**src/rtl/ahb_avalon_bridge.sv**
```systemverilog
// ahb_avalon_bridge: AHB-Lite slave to Avalon-MM master, one transfer outstanding at a time
module ahb_avalon_bridge #(
    parameter int DW = 32,
    parameter int AW = 32
) (
    input  logic            hclk,
    input  logic            hreset_n,
    input  logic            hsel,
    input  logic [AW-1:0]   haddr,
    input  logic [1:0]      htrans,
    input  logic [2:0]      hsize,
    input  logic            hwrite,
    input  logic [DW-1:0]   hwdata,
    input  logic            hready,
    output logic            hreadyout,
    output logic            hresp,
    output logic [DW-1:0]   hrdata,
    output logic [AW-1:0]   avm_address,
    output logic            avm_read,
    output logic            avm_write,
    output logic [DW-1:0]   avm_writedata,
    output logic [DW/8-1:0] avm_byteenable,
    input  logic [DW-1:0]   avm_readdata,
    input  logic            avm_waitrequest
);
    localparam int BW = DW / 8;
    localparam int LW = $clog2(BW);

    typedef enum logic [2:0] {IDLE, W_DATA, W_AVM, R_AVM, DONE, ERR1, ERR2} state_t;

    state_t        state;
    logic          accept;
    logic          legal;
    logic [BW-1:0] be;
    logic [AW-1:0] addr_al;

    // Address-phase decode: accept qualifier, size/alignment legality, lane mask, word address
    always_comb begin
        accept  = hsel && hready && (htrans == 2'b10 || htrans == 2'b11) &&
                  (state == IDLE || state == DONE || state == ERR2);
        legal   = (int'(hsize) <= LW) && ((haddr & ((AW'(1) << hsize) - AW'(1))) == '0);
        be      = '0;
        for (int i = 0; i < BW; i++)
            be[i] = (i >= int'(haddr[LW-1:0])) && (i < int'(haddr[LW-1:0]) + (1 << hsize));
        addr_al = {haddr[AW-1:LW], {LW{1'b0}}};
    end

    // Transfer FSM with all bus outputs registered
    always_ff @(posedge hclk or negedge hreset_n) begin
        if (!hreset_n) begin
            state          <= IDLE;
            hreadyout      <= 1'b1;
            hresp          <= 1'b0;
            hrdata         <= '0;
            avm_read       <= 1'b0;
            avm_write      <= 1'b0;
            avm_address    <= '0;
            avm_writedata  <= '0;
            avm_byteenable <= '0;
        end else begin
            case (state)
                IDLE, DONE, ERR2: begin
                    hresp     <= accept && !legal;
                    hreadyout <= !accept;
                    if (!accept)
                        state <= IDLE;
                    else if (!legal)
                        state <= ERR1;
                    else begin
                        avm_address    <= addr_al;
                        avm_byteenable <= be;
                        avm_read       <= !hwrite;
                        state          <= hwrite ? W_DATA : R_AVM;
                    end
                end
                W_DATA: begin
                    avm_writedata <= hwdata;
                    avm_write     <= 1'b1;
                    state         <= W_AVM;
                end
                W_AVM: begin
                    if (!avm_waitrequest) begin
                        avm_write <= 1'b0;
                        hreadyout <= 1'b1;
                        state     <= DONE;
                    end
                end
                R_AVM: begin
                    if (!avm_waitrequest) begin
                        hrdata    <= avm_readdata;
                        avm_read  <= 1'b0;
                        hreadyout <= 1'b1;
                        state     <= DONE;
                    end
                end
                ERR1: begin
                    hreadyout <= 1'b1;
                    state     <= ERR2;
                end
                default: begin
                    state     <= IDLE;
                    hreadyout <= 1'b1;
                    hresp     <= 1'b0;
                    avm_read  <= 1'b0;
                    avm_write <= 1'b0;
                end
            endcase
        end
    end
endmodule

```
**config.mk**
```make
export PLATFORM = sky130hd
export DESIGN_NAME = ahb_avalon_bridge
export DESIGN_NICKNAME = d
export VERILOG_FILES = /design/src/rtl/ahb_avalon_bridge.sv
export SDC_FILE = /design/constraint.sdc
export NUM_CORES = 1
export LEC_CHECK = 0
export BUFFER_PORTS_ARGS = -buffer_cell sky130_fd_sc_hd__buf_2
export CAP_MARGIN = 40
export CORE_UTILIZATION = 41
export CTS_CLUSTER_DIAMETER = 200
export DETAILED_ROUTE_END_ITERATION = 16
export GPL_TIMING_DRIVEN = 0
export PLACE_DENSITY = 0.76
export SETUP_SLACK_MARGIN = 0.1
export SLEW_MARGIN = 20
export SYNTH_ARGS = -nofsm -noshare
export SYNTH_HDL_FRONTEND = slang
export SYNTH_SLANG_ARGS = --single-unit
```
**constraint.sdc**
```tcl
create_clock -name hclk -period 1.7 [get_ports hclk]
set_input_delay 0.085 -clock hclk [delete_from_list [all_inputs] [get_ports hclk]]
set_output_delay 0.085 -clock hclk [all_outputs]
set_load 0.02 [all_outputs]
```
Yosys cells after proc, flatten, opt, wreduce, memory -nomap -nowiden:

Index checks and enable logic that the tools add are counted.

* bits in registers: 105
* bits of input ports: 107
* output and inout bits: 104
* word-level logic and storage cells: 77

* add/sub/neg operators: 2
* order comparisons: 8
* equality and inequality tests: 13
* shift operators: 1
* mux-type cells: 13
* bitwise logic cells: 5
* reductions and logical operators: 26

Operators by type and width (count)
* $lt A3 B32 Y1 const A: 2
* $add A3 B32 Y32: 1
* $and A32 B32 Y32: 1
* $logic_not A32 Y1: 1
* $lt A1 B32 Y1 const A: 1
* $lt A2 B32 Y1 const A: 1
* $shl A1 B3 Y32 const A: 1
* $sub A32 B1 Y32 const B: 1
* $pmux W3 S4: 1
* $ne A2 B2 Y1 const B: 5
* $eq A3 B3 Y1 const B: 3
* $mux W3: 3
* $pmux W1 S3: 3
* $logic_and A1 B1 Y1: 8
* $eq A3 B2 Y1 const B: 2
* $reduce_and A2 Y1: 3
* $reduce_or A3 Y1: 2
* $reduce_or A5 Y1: 1
* $eq A2 B2 Y1 const B: 2
* $ge A1 B2 Y1 const A: 2
* $mux W1: 4
* $not A1 Y1: 4
* $reduce_and A4 Y1: 1
* $reduce_or A4 Y1: 1
* other kinds (10): 14

Depth between registers and ports, before layout:

Gate-level depths: netlist (run 1).

* depth in word-level cells: 8
* gate-level depth with buffers: 9
* gate-level depth less buffers: 9

Worst setup path before layout (run 1):

Ideal clock, no wire load.

* kind: input port to flip-flop
* from: in hsize[2]
* to: reg avm_address[10]
* setup time: 0.125 ns
* arrival: 1.833 ns
* data required time: 1.575 ns
* path slack: -0.258 ns
* stages on the path: 8
* path buffers: 2
* cell sequence: or3b_1 ha_1 nand2b_1 o2111a_1 and4_1 buf_4 buf_6 mux2_2

* cells in the longest elaborated chain, start to end: 6
* elaborated cells between the ends (all ways): 7
* those cells by class: add/sub: 1; order compare: 1; shift: 1; bitwise: 1; reduce/logical: 3

Ends and longest elaborated chain
* start: declaration: RTL line 11 `input logic [2:0] hsize,`
* $shl A1 B3 Y32: RTL line 41 `legal = (int'(hsize) <= LW) && ((haddr & ((AW'(1) << hsize) - AW'(1))) == '0);`
* $sub A32 B1 Y32: RTL line 41
* $and A32 B32 Y32: RTL line 41
* $logic_not A32 Y1: RTL line 41
* $logic_and A1 B1 Y1 *: RTL line 41
* $reduce_and A3 Y1 (no line) *
* end signal: assignment: RTL line 70 `avm_address <= addr_al;`
* end: declaration: RTL line 18 `output logic [AW-1:0] avm_address,`

Mark *: on every way between the ends. The rest lies on a longest branch, timed or not.
A chain may end at the register's enable or synchronous reset.

Final worst setup path (run 1):

* from: in hsize[1]
* to: reg avm_address[26]

Same word-level chain as after synthesis.

==> out/qor.yml, run 1 <==
sta:
  fin_crit_sh: 1.05
  fin_ws_ns: -0.0820
  setup-tns-final_ns: -2.18
  min_period_ns: 1.78
  rsz0062_at_grt: "yes"
  report.final.slew_viol_count: 0
  hold_viol: 0
  skew_ns: 0.0184
  max_freq_mhz: 561
  setup_viol: 61
run:
  cap_viol_max_count: 0
synthesis:
  synthFlopType: "dfrtp_1"
  async_reset_ff_frac: 1.00
  syn_area_mm2: 0.00427
  synth_cell_type_count: 44
  yosysMostFrequentCell: "dfrtp_1"
  yosys-top-cells-area: "dfrtp_1, mux2_2, ha_1, buf_6, buf_2"
  synthCells: 282
  synth_warnings: 0
  ys_ff_latch: 105
  postSynthAreaPerCell_um2: 15.1
  yosysTopAreaCellShare: 0.609
  synthTopCellsByCount: "dfrtp_1, mux2_2, inv_1, nand2_1"
  synth-edff-count: 0
  synth_top_cell_by_area: "dfrtp_1"
  yosysSeqAreaShare: 0.615
worst_setup_path:
  critPathCapture: "avm_address[26]"
  crit_fanout: 10
  timing.rr.end: "avm_address[26]"
  worstReg2RegStart: "state[1]"
  crit_arrival_ns: 2.01
  crit_type: "in -> reg"
  cp.depth: 9
  crit_path_start_kind: "input pin"
  reg2reg_depth: 6
  path_cells: "buf_4 > or3b_4 > ha_4 > nand2b_4 > o2111a_1 > and4_1 > buf_6 > buf_8 > mux2_2"
  critPathSlowestCell: "or3b_4"
  end_kind: "register"
  r2r_setup_slack_ns: -0.07
  cpPeakStageDelay_ns: 0.40
  critical_path_required_ns: 1.93
  critPathBufInv: 3
  crit_path_start: "hsize[1]"
  crit_family: "simple AND/OR/NAND/NOR gates"
clocking:
  cts.htree.levels: 3
  cts_tree: "done"
  cts_made_buffers: 9
  clock-sinks: 105
  cts_root_buf: "clkbuf_8"
  clk_pin_slew_ns: 0.10
  ctsLongestPathBuffers: 2
  clk_latency_ns: 0.35
detailed_routing:
  vias: 3708
  antenna_left: 0
  route.detailed.drc: 0
  dr.pass1.iters: 4
  drt_iter0_drc: 161
  viasPerCell: 4.83
  wl_mm: 12.9
  wl_per_cell_um: 16.8
placed_design:
  dp.cells: 624
  portBuffers: 207
  place.gp.congestion: 0.778
  dp_hpwl_mm: 7.13
  preCtsSetupSlack_ns: -0.509
floorplanning:
  start_util: 0.429
  fp.dieW_um: 104
  core_mm2: 0.00995
  fp.dieH_um: 104
  dieArea_mm2: 0.0108
  io_pins: 211
  num_rows: 36
global_route:
  antenna_found_initial: 0
  grt_pass1_vias: 3966
  track_usage: 0.229
  overflow: 0
  grt_max_degree: 78
  grt_pass1_wl_mm: 19.7
cells_and_area:
  fillers: 620
  antennaDiodeCount: 0
  post_route_cells_drive_above_1_share: 0.619
  layout.nets: 744
  syn_to_final_growth_pct: 74.3
  final_cells: 768
  seq_area_mm2: 0.00263
  multi_input_area_mm2: 0.00179
status:
  status: "complete, but fails checks"
  violations: "negative setup slack"
hold_path:
  worstHoldPathType: "in -> reg"
pwr:
  powerDensity_mw_per_mm2: 1090
  leakage_nw: 3.81
  vdd_ir_drop_max_uv: 773
[per-layer routing]
| layer | global-route usage | wire length (um) |
|---|---|---|
| met5 | 0 | 0 |
| met4 | 0.0755 | 312 |
| met3 | 0.0414 | 610 |
| met2 | 0.442 | 7070 |
| met1 | 0.251 | 4940 |
[kinds of logic after synthesis]
| group | Yosys count | share of synthesized area |
|---|---|---|
| DFF | 105 | 0.615 |
| and+or+nand+nor | 31 | 0.0425 |
| muxes | 97 | 0.257 |
| adders and majority gates | 6 | 0.0193 |
| other | 1 | 0.000878 |
| AOI/OAI and AO/OA | 22 | 0.0372 |
| buffers and inverters | 20 | 0.0272 |
[per-stage QoR]
step	util	hold WS, ns	power, mW	area, um2
after floorplan	-	-0.211	4.95	4300
final	0.748	0.0268	8.08	7450
after detailed placement	0.556	-0.0284	5.96	5540
after global routing	0.748	0.00379	8.46	7450
after global placement	0.553	0.310	5.86	5500
after CTS	0.725	0.00309	7.90	7220
[final cells by class]
cell class	instances	area share
clock inverter	6	0.0101
timing repair buffer	338	0.331
multi-input combinational	158	0.240
buffer	12	0.0218
tap	133	0.0223
sequential	105	0.353
inverter	7	0.00386
clock buffer	9	0.0166
[what timing repair did]
item	CTS	global route
hold buffers	94	0
resized for setup	64	33
cloned	5	2
buffers inserted	18	13
hold endpoints to repair	197	0
pin swaps	4	7
endpoints found under the setup margin	99	100
[worst min-delay path by stage]
stage,start,end,slack (ns),cells past startpoint
3_3_place_gp,hwdata[7],avm_writedata[7],0.31,2
3_5_place_dp,hreset_n,avm_writedata[22],-0.03,1
5_1_grt,haddr[2],avm_address[2],0.004,2
4_1_cts,haddr[1],avm_byteenable[1],0.003,2
2_1_floorplan,hreset_n,avm_address[10],-0.21,0
6_report,haddr[2],avm_address[2],0.03,2
[flip-flops by register name, summed over array words and instances (netlist names), 3 cells and up]
name	cells
avm_byteenable	4
avm_address	30
avm_writedata	32
state	3
hrdata	32
[placed cells by master (no fill, tap or decap), types with 7 or more instances in the layout]
cell,count
buf_2,203
dfrtp_1,102
dlygate4sd3_1,94
mux2_2,61
mux2_4,36
buf_4,24
buf_6,9
clkbuf_8,9
buf_8,8
buf_12,7
[report_power, final]
part | internal (mW) | switching, mW | leakage (nW)
sequential | 3.13 | 0.378 | 1.33
combinational | 1.43 | 1.58 | 2.38
clock | 0.698 | 0.870 | 0.0982
total | 5.26 | 2.83 | 3.81
Note: power is estimated with default switching activity, not from simulation.
==> run 2, diff against run 1 <==
Settings changed: GPL_TIMING_DRIVEN 0 to not set.
==> out/qor.yml, run 2 (synthesis gave the netlist of run 1 again) <==
sta:
  max_freq_mhz: 562
  setup-tns-final_ns: -1.82
  report.final.slew_viol_count: 0
  fin_ws_ns: -0.0787
  skew_ns: 0.0174
  fin_crit_sh: 1.05
  setup_viol: 62
  min_period_ns: 1.78
  hold_viol: 0
  rsz0062_at_grt: "yes"
detailed_routing:
  vias: 3730
  antenna_left: 0
  wl_mm: 14.1
  wl_met1_mm: 5.35
  viasPerCell: 4.86
  route.met2.wl_mm: 7.55
  dr.pass1.iters: 4
  wl_met3_um: 690
  drt_iter0_drc: 153
  routed.top_layer: "met4"
  route.detailed.drc: 0
  wl_per_cell_um: 18.4
floorplanning:
  fp.dieW_um: 104
  io_pins: 211
  start_util: 0.429
  num_rows: 36
  dieArea_mm2: 0.0108
  core_mm2: 0.00995
  fp.dieH_um: 104
cells_and_area:
  post_route_cells_drive_above_1_share: 0.609
  design_area_mm2: 0.00754
  seq_area_mm2: 0.00263
  layout_commonest_cell: "buf_2"
  syn_to_final_growth_pct: 76.6
  multi_input_area_mm2: 0.00190
  layout.nets: 742
  reg_top3: "avm_writedata: 32 flops, hrdata: 32 flops, avm_address: 30 flops"
  final_cell_mix: "buf_2, dfrtp_1, dlygate4sd3_1"
  antennaDiodeCount: 0
  fillers: 593
global_route:
  grt_pass1_vias: 4197
  antenna_found_initial: 0
  grt_pass1_wl_mm: 21.6
  grt_max_degree: 46
  track_usage: 0.256
  overflow: 0
hold_path:
  worstHoldPathType: "in -> reg"
placed_design:
  portBuffers: 207
  place.gp.congestion: 0.778
  dpl_cell_area_mm2: 0.00563
  dp_hpwl_mm: 7.39
clocking:
  clock-sinks: 105
  ctsLongestPathBuffers: 2
  clk_pin_slew_ns: 0.10
  clk_latency_ns: 0.36
  cts_root_buf: "clkbuf_8"
  cts_tree: "done"
  cts.htree.levels: 3
  cts_made_buffers: 9
status:
  status: "complete, but fails checks"
  violations: "negative setup slack"
worst_setup_path:
  critical_path_required_ns: 1.94
  crit_type: "in -> reg"
  end_kind: "register"
  crit_fanout: 12
  crit_arrival_ns: 2.02
  crit_path_start_kind: "input pin"
pwr:
  leakage_nw: 3.86
  vdd_ir_drop_max_uv: 655
  powerDensity_mw_per_mm2: 1080
run:
  cap_viol_max_count: 0
-- run 2: final cells by class --
type / count / share of cell area
flip-flops and latches: 105 / 0.348
repair buffers: 348 / 0.348
clock inverters: 5 / 0.00630
well taps: 133 / 0.0221
inverters: 7 / 0.00348
clock buffers: 11 / 0.0201
multi-input cells: 158 / 0.251
-- run 2: critical path: stages --
cell and delay (ns):
buf_2 0.12, or3b_4 0.41, ha_4 0.27, nand2b_1 0.09, o2111a_1 0.20, and4_4 0.31, clkbuf_16 0.20, mux2_2 0.33
-- run 2: repair_timing --
item	4_1_cts	5_1_grt
hold buffers	96	0
hold endpoints to repair	122	0
endpoints found under the setup margin	91	100
buffers inserted	14	3
pin swaps	2	8
cloned	7	1
gates resized for setup	37	60
-- run 2: layer usage --
| layer | up-vias | track usage |
|---|---|---|
| li1 | 1693 | - |
| met1 | 1839 | 0.287 |
| met2 | 158 | 0.470 |
| met3 | 40 | 0.0445 |
| met4 | 0 | 0.124 |
| met5 | - | 0 |
-- run 2: metrics by stage --
stage	hold slack, ns	setup WS (ns)	util	std cells	power, mW
2_1_floorplan	-0.211	-0.227	-	283	4.95
3_3_place_gp	0.0470	-0.404	0.565	631	5.91
3_5_place_dp	0.0496	-0.465	0.565	631	6.01
4_1_cts	0.0236	-0.0756	0.729	764	7.84
5_1_grt	0.0375	-0.144	0.758	767	8.49
6_report	0.0468	-0.0787	0.758	767	8.13
-- run 2: power breakdown --
group / switching (mW) / internal (mW) / leakage (nW)
Clock: 0.904 / 0.641 / 0.0996
Combinational: 1.59 / 1.46 / 2.42
Sequential: 0.397 / 3.13 / 1.33
Total: 2.89 / 5.24 / 3.86
-- run 2: final timing paths --
kind	from	endpoint	slack, ns	depth (start not counted)
max	hsize[2]	avm_address[22]	-0.08	8
min	avm_waitrequest	state[1]	0.05	2
max reg2reg	state[1]	avm_address[22]	-0.07	5
min reg2reg	avm_writedata[14]	avm_writedata[14]	0.51	1
max in group asynchronous	hreset_n	hrdata[9]	0.90	3
min in group asynchronous	hreset_n	avm_writedata[19]	0.20	2
==> run 3, diff against run 2 <==
Settings changed: CAP_MARGIN 40 to 20, CORE_MARGIN set to 10, REMOVE_ABC_BUFFERS set to 1.
==> out/qor.yml, run 3 (synthesis gave the netlist of run 1 again) <==
status:
  status: "complete, but fails checks"
  violations: "negative setup slack"
worst_setup_path:
  cpPeakStageDelay_ns: 0.41
  cp.depth: 9
  crit_path_start_kind: "input pin"
  end_kind: "register"
  crit_fanout: 8
  critical_path_required_ns: 1.95
  critPathBufInv: 3
  path_cells: "buf_2 > or3b_4 > ha_1 > nand2b_1 > o2111a_1 > and4_4 > buf_12 > buf_12 > mux2_4"
  reg2reg_depth: 6
  crit_type: "in -> reg"
  crit_arrival_ns: 2.07
  crit_family: "simple AND/OR/NAND/NOR gates"
  critPathSlowestCell: "or3b_4"
  crit_top_cell: "buf_12"
pwr:
  powerDensity_mw_per_mm2: 1090
  leakage_nw: 3.77
  vdd_ir_drop_max_uv: 596
floorplanning:
  fp.dieW_um: 122
  start_util: 0.418
  core_mm2: 0.0102
  dieArea_mm2: 0.0149
  fp.dieH_um: 122
  io_pins: 211
  num_rows: 37
sta:
  min_period_ns: 1.83
  fin_ws_ns: -0.126
  slew_headroom: 0.663
  report.final.slew_viol_count: 0
  skew_ns: 0.00761
  max_freq_mhz: 548
  rsz0062_at_grt: "yes"
  tightestPinTransition_ns: 0.505
  hold_viol: 0
  setup_viol: 70
  setup-tns-final_ns: -5.22
  fin_crit_sh: 1.07
clocking:
  clock-sinks: 105
  cts_tree: "done"
  clk_latency_ns: 0.36
  clk_pin_slew_ns: 0.09
  cts_root_buf: "clkbuf_8"
  ctsLongestPathBuffers: 2
  cts_made_buffers: 9
  cts.htree.levels: 3
detailed_routing:
  wl_per_cell_um: 19.6
  route.detailed.drc: 0
  dr.pass1.iters: 4
  drt_iter0_drc: 141
  antenna_left: 0
  vias: 3700
  viasPerCell: 4.82
  wl_mm: 15.1
placed_design:
  dp_hpwl_mm: 9.12
  preCtsSetupSlack_ns: -0.481
  place.gp.congestion: 0.824
  dpl_cell_area_mm2: 0.00564
  portBuffers: 207
cells_and_area:
  layout_commonest_cell: "buf_2"
  final_cell_mix: "buf_2, dfrtp_1, dlygate4sd3_1"
  syn_to_final_growth_pct: 72.7
  design_area_mm2: 0.00738
  layout.nets: 738
  post_route_cells_drive_above_1_share: 0.600
  reg_top3: "avm_writedata: 32 flops, hrdata: 32 flops, avm_address: 30 flops"
global_route:
  grt_pass1_vias: 4282
  antenna_found_initial: 2
  track_usage: 0.195
  overflow: 0
  grt_max_degree: 41
  grt_pass1_wl_mm: 22.9
run:
  cap_viol_max_count: 0
hold_path:
  worstHoldPathType: "in -> reg"
  hold_depth: 2
-- run 3: metal layers --
| layer | part of all wire | vias to the layer above | wire length [um] | GRT usage |
|---|---|---|---|---|
| met2 | 0.55 | 123 | 8330 | 0.359 |
| met1 | 0.35 | 1853 | 5260 | 0.196 |
| met5 | 0 | - | 0 | 0 |
| li1 | - | 1696 | - | - |
| met4 | 0.023 | 0 | 345 | 0.0810 |
| met3 | 0.074 | 28 | 1110 | 0.0680 |
-- run 3: path summary, 6_finish.rpt --
kind | startpoint | to | slack (ns)
worst max register to register | state[1] | avm_address[22] | -0.10
worst max-delay path | hsize[2] | avm_address[22] | -0.13
max in group asynchronous | hreset_n | hrdata[5] | 0.86
worst min-delay path | haddr[1] | avm_byteenable[1] | 0.06
worst min register to register | hrdata[6] | hrdata[6] | 0.51
min in group asynchronous | hreset_n | hrdata[21] | 0.25
-- run 3: layout make-up --
type | count | area (um2)
Antenna cell | 2 | 5.00
Fill cell | 654 | 2850
Inverter | 7 | 26.3
Multi-Input combinational cell | 158 | 1820
Timing Repair Buffer | 344 | 2540
Tap cell | 136 | 170
Clock inverter | 7 | 68.8
Sequential cell | 105 | 2630
Clock buffer | 9 | 124
-- run 3: per-stage QoR --
step	power, mW	hold WS, ns	cells	utilization
final	8.01	0.0590	768	0.721
after global routing	8.43	0.0567	768	0.721
after CTS	7.98	0.0119	762	0.707
after detailed placement	6.07	0.0879	637	0.551
after global placement	5.96	0.0790	637	0.551
after floorplan	4.94	-0.211	270	-
-- run 3: worst register-to-register path, stage by stage (launching register included) --
cell and delay, ns:
dfrtp_1 0.40, nor2b_4 0.15, nor4b_4 0.25, and4_4 0.31, buf_12 0.13, buf_12 0.14
mux2_4 0.31
-- run 3: timing repair --
| item | 4_1_cts | 5_1_grt |
|---|---|---|
| pin swaps | 3 | 3 |
| hold buffers | 96 | 0 |
| hold endpoints to repair | 129 | 0 |
| buffers inserted | 8 | 2 |
| gates resized for setup | 61 | 20 |
| cloned | 5 | 2 |
| setup endpoints to repair | 100 | 102 |
-- run 3: power breakdown --
part	total [mW]	switching, mW	internal [mW]
Sequential	3.49	0.358	3.13
Clock	1.51	0.828	0.678
Combinational	3.01	1.60	1.41
Total	8.01	2.78	5.23
